`config.mk`:
```
export PLATFORM = sky130hd
export DESIGN_NAME = inst_fetch
export DESIGN_NICKNAME = d
export VERILOG_FILES = /design/src/rtl/inst_fetch_pkg.sv /design/src/rtl/fetch_fifo.sv /design/src/rtl/inst_fetch.sv
export SDC_FILE = /design/constraint.sdc
export NUM_CORES = 1
export LEC_CHECK = 0
export CAP_MARGIN = 20
export CORE_MARGIN = 4
export CORE_UTILIZATION = 45
export CTS_CLUSTER_SIZE = 25
export DETAILED_ROUTE_END_ITERATION = 10
export DONT_BUFFER_PORTS = 1
export GPL_ROUTABILITY_DRIVEN = 1
export GPL_TIMING_DRIVEN = 0
export HOLD_SLACK_MARGIN = 0.12
export SYNTH_ARGS = -nofsm -noshare
export SYNTH_HDL_FRONTEND = slang
export SYNTH_SLANG_ARGS = --single-unit
```
`constraint.sdc`:
```
create_clock -name clk -period 3.95 [get_ports clk]
set_input_delay 0.79 -clock clk [delete_from_list [all_inputs] [get_ports clk]]
set_output_delay 0.79 -clock clk [all_outputs]
set_load 0.005 [all_outputs]
```
`src/rtl/inst_fetch_pkg.sv`:
```
// Shared fetch/decode constants: NOP encoding, reset PC default, opcodes and the JAL immediate decoder.
package inst_fetch_pkg;

  localparam logic [31:0] NOP_INST         = 32'h0000_0013;
  localparam logic [31:0] RESET_PC_DEFAULT = 32'h0000_0000;

  localparam logic [6:0] OPC_JAL    = 7'b110_1111;
  localparam logic [6:0] OPC_JALR   = 7'b110_0111;
  localparam logic [6:0] OPC_BRANCH = 7'b110_0011;
  localparam logic [6:0] OPC_AUIPC  = 7'b001_0111;

  typedef struct packed {
    logic [31:0] inst;
    logic [31:0] pc;
  } fetch_entry_t;

  function automatic logic [31:0] jal_imm(input logic [31:0] i);
    return {{12{i[31]}}, i[19:12], i[20], i[30:21], 1'b0};
  endfunction

endpackage

```
`src/rtl/fetch_fifo.sv`:
```
// Synchronous DEPTH x WIDTH FIFO with single-cycle flush; head is visible combinationally on o_dout.
// Push while full is accepted only when a pop happens the same cycle; flush overrides push and pop.
module fetch_fifo #(
  parameter int DEPTH = 4,
  parameter int WIDTH = 32
) (
  input  logic                     clk,
  input  logic                     rst_n,
  input  logic                     i_flush,
  input  logic                     i_push,
  input  logic [WIDTH-1:0]         i_din,
  input  logic                     i_pop,
  output logic [WIDTH-1:0]         o_dout,
  output logic                     o_full,
  output logic                     o_empty,
  output logic [$clog2(DEPTH):0]   o_count
);

  localparam int AW = $clog2(DEPTH);
  localparam logic [AW:0] FULL_CNT = (AW+1)'(DEPTH);

  logic [WIDTH-1:0] r_mem [DEPTH];
  logic [AW-1:0]    r_wptr;
  logic [AW-1:0]    r_rptr;
  logic [AW:0]      r_count;
  logic             w_push;
  logic             w_pop;

  assign o_empty = (r_count == '0);
  assign o_full  = (r_count == FULL_CNT);
  assign o_count = r_count;
  assign o_dout  = r_mem[r_rptr];

  assign w_pop  = i_pop && !o_empty;
  assign w_push = i_push && (!o_full || w_pop);

  always_ff @(posedge clk or negedge rst_n) begin
    if (!rst_n) begin
      r_wptr  <= '0;
      r_rptr  <= '0;
      r_count <= '0;
    end else if (i_flush) begin
      r_wptr  <= '0;
      r_rptr  <= '0;
      r_count <= '0;
    end else begin
      if (w_push) r_wptr <= r_wptr + AW'(1);
      if (w_pop)  r_rptr <= r_rptr + AW'(1);
      r_count <= r_count + (AW+1)'(w_push) - (AW+1)'(w_pop);
    end
  end

  // Storage needs no reset: nothing reads an entry before it is written.
  always_ff @(posedge clk) begin
    if (w_push && !i_flush) r_mem[r_wptr] <= i_din;
  end

endmodule

```
`src/rtl/inst_fetch.sv`:
```
// Sequential-PC fetch stage: credit-limited imem requests, in-order response queue, redirect flush.
// Head-of-queue to decode with zero added latency; optional JAL self-redirect under FETCH_JAL_PREDICT_EN.
module inst_fetch
  import inst_fetch_pkg::*;
#(
  parameter logic [31:0] RESET_PC = RESET_PC_DEFAULT,
  parameter int          DEPTH    = 4
) (
  input  logic        clk,
  input  logic        rst_n,
  output logic        imem_req,
  output logic [31:0] imem_addr,
  input  logic        imem_ready,
  input  logic        imem_rvalid,
  input  logic [31:0] imem_rdata,
  input  logic        redirect_valid,
  input  logic [31:0] redirect_pc,
  output logic        inst_valid,
  output logic [31:0] inst,
  output logic [31:0] inst_pc,
  input  logic        inst_ready
);

  localparam int CW = $clog2(DEPTH) + 1;
  localparam logic [CW:0] CREDITS = (CW+1)'(DEPTH);

  logic [31:0]   r_pc;
  logic [CW-1:0] r_outstanding;
  logic [CW-1:0] r_discard;

  fetch_entry_t  w_head;
  fetch_entry_t  w_q_din;
  logic          w_q_empty;
  logic          w_q_full;
  logic [CW-1:0] w_q_count;
  logic [31:0]   w_tag_pc;
  logic          w_tag_empty;
  logic          w_tag_full;
  logic [CW-1:0] w_tag_count;

  logic [CW:0]   w_inflight;
  logic          w_issue;
  logic          w_rsp_keep;
  logic          w_pop;
  logic          w_jal_take;
  logic [31:0]   w_jal_pc;
  logic          w_redir;
  logic [31:0]   w_next_pc;

  assign inst_valid = !w_q_empty;
  assign inst       = inst_valid ? w_head.inst : NOP_INST;
  assign inst_pc    = inst_valid ? w_head.pc : 32'h0;

`ifdef FETCH_JAL_PREDICT_EN
  assign w_jal_take = inst_valid && inst_ready && !redirect_valid && (inst[6:0] == OPC_JAL);
  assign w_jal_pc   = inst_pc + jal_imm(inst);
`else
  assign w_jal_take = 1'b0;
  assign w_jal_pc   = 32'h0;
`endif

  // External redirect beats a predicted JAL; either one flushes everything younger.
  assign w_redir   = redirect_valid || w_jal_take;
  assign w_next_pc = (redirect_valid ? redirect_pc : w_jal_pc) & 32'hFFFF_FFFC;

  // Credits cover both in-flight requests (including ones to be discarded) and queued entries.
  assign w_inflight = {1'b0, r_outstanding} + {1'b0, w_q_count};
  assign imem_req   = rst_n && !w_redir && (w_inflight < CREDITS);
  assign imem_addr  = r_pc;
  assign w_issue    = imem_req && imem_ready;

  assign w_rsp_keep = imem_rvalid && (r_discard == '0) && !w_redir;
  assign w_pop      = inst_valid && inst_ready && !w_redir;
  assign w_q_din    = '{inst: imem_rdata, pc: w_tag_pc};

  fetch_fifo #(.DEPTH(DEPTH), .WIDTH(64)) u_inst_q (
    .clk     (clk),
    .rst_n   (rst_n),
    .i_flush (w_redir),
    .i_push  (w_rsp_keep),
    .i_din   (w_q_din),
    .i_pop   (w_pop),
    .o_dout  (w_head),
    .o_full  (w_q_full),
    .o_empty (w_q_empty),
    .o_count (w_q_count)
  );

  fetch_fifo #(.DEPTH(DEPTH), .WIDTH(32)) u_tag_q (
    .clk     (clk),
    .rst_n   (rst_n),
    .i_flush (w_redir),
    .i_push  (w_issue),
    .i_din   (r_pc),
    .i_pop   (w_rsp_keep),
    .o_dout  (w_tag_pc),
    .o_full  (w_tag_full),
    .o_empty (w_tag_empty),
    .o_count (w_tag_count)
  );

  always_ff @(posedge clk or negedge rst_n) begin
    if (!rst_n) begin
      r_pc          <= RESET_PC;
      r_outstanding <= '0;
      r_discard     <= '0;
    end else begin
      r_outstanding <= r_outstanding + CW'(w_issue) - CW'(imem_rvalid);
      if (w_redir) begin
        // Every request still in flight after this edge belongs to the old path.
        r_pc      <= w_next_pc;
        r_discard <= r_outstanding - CW'(imem_rvalid);
      end else begin
        if (w_issue) r_pc <= r_pc + 32'd4;
        if (imem_rvalid && (r_discard != '0)) r_discard <= r_discard - CW'(1);
      end
    end
  end

  a_rvalid_outstanding: assert property (@(posedge clk) disable iff (!rst_n)
    imem_rvalid |-> (r_outstanding != '0));
  a_tag_present: assert property (@(posedge clk) disable iff (!rst_n)
    w_rsp_keep |-> !w_tag_empty);
  a_tag_no_overflow: assert property (@(posedge clk) disable iff (!rst_n)
    w_issue |-> !w_tag_full);
  a_tag_bounded: assert property (@(posedge clk) disable iff (!rst_n)
    w_tag_count <= r_outstanding);
  a_q_no_overflow: assert property (@(posedge clk) disable iff (!rst_n)
    w_rsp_keep |-> (!w_q_full || w_pop));

endmodule
```
### Word-level counts from Yosys, hierarchy flattened

Memory sizes are Yosys's and may differ from the RTL's.
Cells that the tools add are included.
Widths: inputs -> output; s select.

| word-level totals | value |
|---|---|
| register bits after elaboration | 52 |
| RAM bits | 384 |
| input bits | 70 |
| output and inout port bits | 98 |
| word-level logic and storage cells | 79 |
| memories | 2 |

| cells by class | value |
|---|---|
| $add $sub $neg | 14 |
| magnitude comparators | 1 |
| eq/ne operators | 2 |
| mux-type cells | 20 |
| reduce and logical (&&, ||, !) cells | 31 |

Memories:

| memory | words | width | read ports | clocked after Yosys merged registers in | write ports | line | source |
|---|---|---|---|---|---|---|---|
| u_inst_q.r_mem | 4 | 64 | 1 | 0 | 1 | fetch_fifo.sv:22 | `logic [WIDTH-1:0] r_mem [DEPTH];` |
| u_tag_q.r_mem | 4 | 32 | 1 | 0 | 1 | fetch_fifo.sv:22 |  |

Operators with widths:

| cell | count |
|---|---|
| $mux 32 | 4 |
| $add 32x3->32 const B | 1 |
| $mux 2 | 8 |
| $logic_and 1x1->1 | 14 |
| $mux 3 | 4 |
| $reduce_bool 2->1 | 6 |
| $sub 3x1->3 | 4 |
| $add 3x1->3 | 3 |
| $logic_not 3->1 | 3 |
| $add 2x1->2 const B | 4 |
| $eq 3x3->1 const B | 2 |
| $logic_not 1->1 | 5 |
| $add 3x3->4 | 1 |
| $lt 4x3->1 const B | 1 |
| $mux 1 | 4 |
| $reduce_bool 3->1 | 1 |
| $sub 3x1->3 const B | 1 |
| $logic_or 1x1->1 | 2 |

### Depth between registers and ports, before layout

| depth | value |
|---|---|
| word-level depth | 10 |
| depth in mapped cells | 11 |
| mapped depth without buffers | 11 |

### By module

Synthesis repeated with hierarchy kept, for this count alone.

| unflattened totals | value |
|---|---|
| cell total of the unflattened synthesis | 923 |
| area, all modules | 17556.8 µm² |

By module, submodules not included:

| module | instances | cells each | area each (µm²) | seq. area each (µm²) |
|---|---|---|---|---|
| fetch_fifo at u_inst_q | 1 | 379 | 9718.1 | 7862.5 |
| fetch_fifo at u_tag_q | 1 | 213 | 5112.4 | 4018.9 |
| inst_fetch | 1 | 331 | 2726.4 | 900.9 |

### Least setup slack after synthesis

No wires, ideal clock.

| path | value |
|---|---|
| kind | input to register |
| start | input redirect_valid |
| end | memory u_inst_q.r_mem[0][10], enable pin |
| library setup time | 0.426 ns |
| data arrival time | 2.953 ns |
| data required time | 3.524 ns |
| path slack | 0.570 ns |
| stages | 3 |
| path buffers | 0 |
| path through | nand4bb_1 > nor2_1 > and2_1 |

| between the ends | value |
|---|---|
| longest elaborated chain between the ends | 8 |
| elaborated cells on any way between the ends | 9 |
| classes of those cells | mux (2); reduce/logical (7) |

RTL lines:

| what | line | source |
|---|---|---|
| start: declaration | inst_fetch.sv:16 | `input logic redirect_valid,` |
| $logic_not 1->1 (*) | fetch_fifo.sv:55, inst_fetch.sv:72, inst_fetch.sv:73 |  |
| $logic_and 1x1->1 | inst_fetch.sv:73 | `assign w_pop = inst_valid && inst_ready && !w_redir;` |
| $logic_and 1x1->1 | fetch_fifo.sv:34 | `assign w_pop = i_pop && !o_empty;` |
| $logic_or 1x1->1 | fetch_fifo.sv:35 | `assign w_push = i_push && (!o_full \|\| w_pop);` |
| $logic_and 1x1->1 | fetch_fifo.sv:35 |  |
| $logic_and 1x1->1 (*) | fetch_fifo.sv:55 | `if (w_push && !i_flush) r_mem[r_wptr] <= i_din;` |
| $mux 1 (*) | fetch_fifo.sv:55 |  |
| $mux 1 (implied by the code) (*) | fetch_fifo.sv:55 |  |
| end: declaration | fetch_fifo.sv:22 |  |

Every way passes the cells marked *; elsewhere a longest branch is shown, timed or not.

### Final worst setup path

| path | value |
|---|---|
| start | register u_inst_q.r_count[2], in the netlist u_inst_q.o_count[2] |
| end | output inst_pc[27] |

| between the ends | value |
|---|---|
| longest elaborated chain between the ends | 2 |

RTL lines:

| what | line | source |
|---|---|---|
| start: declaration | fetch_fifo.sv:25 | `logic [AW:0] r_count;` |
| start signal: assignment | fetch_fifo.sv:49 | `r_count <= r_count + (AW+1)'(w_push) - (AW+1)'(w_pop);` |
| $logic_not 3->1 | fetch_fifo.sv:29 | `assign o_empty = (r_count == '0);` |
| $mux 32 | inst_fetch.sv:52 | `assign inst_pc = inst_valid ? w_head.pc : 32'h0;` |
| end: declaration | inst_fetch.sv:20 | `output logic [31:0] inst_pc,` |

No other way between the ends.

==> flow_metrics.tcl <==
set metrics [dict create \
    status "finished, final reports clean" \
    critPathKind "reg2out" \
    via_count 8171 \
    viasPerCell 5.60 \
    io_buffers 0 \
    gp_congestion 0.799 \
    fin_crit_sh_pct 87.0 \
    finalSetupViolations 0 \
    diodes 0 \
    grt_max_degree 51 \
    yosysSeqAreaShare_pct 73.2 \
    tightest_slew_ns 0.850 \
    netlist_top_cells_count "edfxtp_1 (368), mux4_2 (92), and2_1 (70)" \
    min_period_ns 3.44 \
    synth_top_area_share_pct 65.8 \
    post-cts-setup-buffers 0 \
    cts.reportedPaths.clkPinSlew_ns 0.06 \
    ys_ff_latch 418 \
    cts-buffers-inserted 44 \
    peakVddDrop_v 0.000286 \
    startpoint_type "flip-flop" \
    synth-edff-count 368 \
    syn_area_per_cell_um2 18.6 \
    grt_util_all_layers_pct 16.7 \
    routed_wl_mm 33.8 \
    grt-ovfl-total 0 \
    hold_viol 0 \
    area_growth_pct 12.3 \
    yosysTopAreaCell "edfxtp_1" \
    yosys.cell_count.top_type "edfxtp_1" \
    synthCells 905 \
    syn-cell-area_mm2 0.0168 \
    power_density_mw_per_mm2 572 \
    crit_chain "nor3_1 -> inv_1 -> clkbuf_1 -> and2_1" \
    crit_buf_inv 2 \
    cts_tree "yes" \
    wl_per_cell_um 23.1 \
    htree_levels 2 \
    drv_slew 0 \
    die_area_mm2 0.0405 \
    rsz0062_at_grt "false" \
    row_count 70 \
    dr.pass1.iters 4 \
    insertion_delay_ns 0.53 \
    crit_fanout 10 \
    cp-end-kind "output pin" \
    antenna_found_initial 0 \
    cp.arrival_ns 2.65 \
    multi_input_area_mm2 0.00422 \
    fp.dieW_um 201 \
    synthFlopType "edfxtp_1" \
    grt_pass1_wl_mm 52.7 \
    critical-path-top-delay-family "simple AND/OR/NAND/NOR gates" \
    synth_area_leaders "edfxtp_1 (66%), mux4_2 (12%), dfrtp_1 (7.4%)" \
    ctsResizeCount 0 \
    layout.nets 1054 \
    dp.final_hpwl_mm 21.8 \
    drive_gt1_share_pct 19.1 \
    core_area_mm2 0.0367 \
    ys_types 52 \
    drc 0 \
    cts_root_buf "clkbuf_16" \
    hold_slack_ns 0.349 \
    cts.sink_count 418 \
    relSlewSlack_pct 43.3 \
    pin_count 168 \
    synthArstFlopShare_pct 12.0 \
    fillers 2963 \
    drt_iter0_markers 427 \
    skew_ns 0.0126 \
    power_leakage_nw 6.21 \
    ant_nets 0 \
    regArea_mm2 0.0123 \
    cp_data_required_time_ns 3.16 \
    maxCapViolations 0 \
    die_h_um 201 \
    crit_slowest_cell "nor3_1" \
    r2r_slack_ns 0.92 \
    ys_warn_count 0 \
    start_util_pct 45.8 \
    grt_pass1_vias 8639 \
    p_total_w 0.0108 \
    cts.path.max_buffers 3 \
    max_freq_mhz 291 \
    hold_path.class "in2reg" \
    hold_buffers 2 \
    slowest_delay_ns 0.62 \
]
## final timing paths
check	from	end	cells past startpoint
hold / removal	imem_rdata[27]	u_inst_q.r_mem[0][59]	0
setup reg to reg	u_inst_q.o_count[2]	u_tag_q.r_mem[1][7]	7
min in group asynchronous	rst_n	imem_addr[23]	2
setup / recovery	u_inst_q.o_count[2]	inst_pc[27]	4
hold reg to reg	r_outstanding[0]	r_outstanding[0]	1
max in group asynchronous	rst_n	u_inst_q.r_rptr[0]	2
## cell type report
cell class	instances	area share, %
buffer	45	1.13
inverter	22	0.438
clock buffer	61	6.29
clock inverter	17	0.670
sequential	418	65.2
tap	468	3.10
multi-input combinational	423	22.4
timing repair buffer	6	0.743
## worst reg2reg max path, delay by kind of cell, from the launching register on
family                     cells  cell delay, ns
adders and majority gates      1            0.29
DFF                            1            0.43
and+or+nand+nor                3            1.40
AOI/OAI and AO/OA              1            0.25
buffers and inverters          2            0.26
## flip-flops by register name, summed over array words and instances (netlist names)
signal	cells
u_inst_q.r_rptr	2
r_discard	3
imem_addr	30
r_outstanding	3
u_tag_q.r_rptr	2
u_tag_q.r_wptr	2
u_tag_q.r_mem	120
u_inst_q.r_wptr	2
u_tag_q.o_count	3
u_inst_q.o_count	3
u_inst_q.r_mem	248
## routing by layer
metal	vias up	wire length, um	track usage, %
li1	3685	-	-
met1	4160	14700	23.1
met2	269	15800	26.6
met3	57	2560	4.74
met4	0	720	4.39
met5	-	0	0
## metrics by stage
stage          util, %  area, um2  TNS [ns]  cells  setup WS (ns)
2_1_floorplan        -      16800         0    908          0.570
3_3_place_gp      47.4      17400   -210.68   1376         -0.878
3_5_place_dp      47.7      17500         0   1380          0.833
4_1_cts           51.4      18900         0   1460          0.416
5_1_grt           51.4      18900         0   1460          0.335
6_report          51.4      18900         0   1460          0.514
## kinds of logic after synthesis
| kind of cell | count (synthesis) | synth area share, % |
|---|---|---|
| AO/OA/AOI/OAI | 67 | 2.70 |
| XOR/XNOR | 11 | 0.574 |
| adder cells (fa/ha/maj) | 24 | 1.92 |
| buffers and inverters | 67 | 1.77 |
| flip-flops | 418 | 73.2 |
| multiplexers | 95 | 12.5 |
| other | 1 | 0.0223 |
| AND/OR/NAND/NOR | 222 | 7.26 |
## cell usage in the layout, fill, tap and decap left out, types with 3 or more instances in the layout
| cell | count |
|---|---|
| edfxtp_1 | 368 |
| mux4_2 | 92 |
| and2_1 | 62 |
| dfrtp_1 | 50 |
| nand2_1 | 45 |
| clkbuf_16 | 45 |
| nor2_1 | 35 |
| clkbuf_1 | 33 |
| o21ai_0 | 26 |
| inv_1 | 21 |
| nand3_1 | 21 |
| ha_1 | 21 |
| buf_2 | 15 |
| nand4_1 | 10 |
| clkinv_1 | 10 |
| nor3_1 | 8 |
| buf_1 | 7 |
| nor2b_1 | 7 |
| xor2_1 | 7 |
| a31oi_1 | 7 |
| o211ai_1 | 7 |
| buf_4 | 5 |
| nor4_1 | 4 |
| xnor2_1 | 4 |
| and2_4 | 4 |
| and2_2 | 4 |
| a21oi_1 | 4 |
| o311ai_0 | 4 |
| nand3b_1 | 4 |
| conb_1 | 4 |
| clkinv_2 | 4 |
| buf_16 | 4 |
| or2_2 | 3 |
| a21o_1 | 3 |
| a22oi_1 | 3 |
| or3_1 | 3 |
| a221o_1 | 3 |
| a32oi_1 | 3 |
| fa_1 | 3 |
## where the power goes
part	leakage, nW	internal (W)	switching, W
clock network	0.638	0.00222	0.00157
registers	3.95	0.00506	0.000217
logic	1.62	0.000747	0.000973
Power figures use the tool's default switching activity.
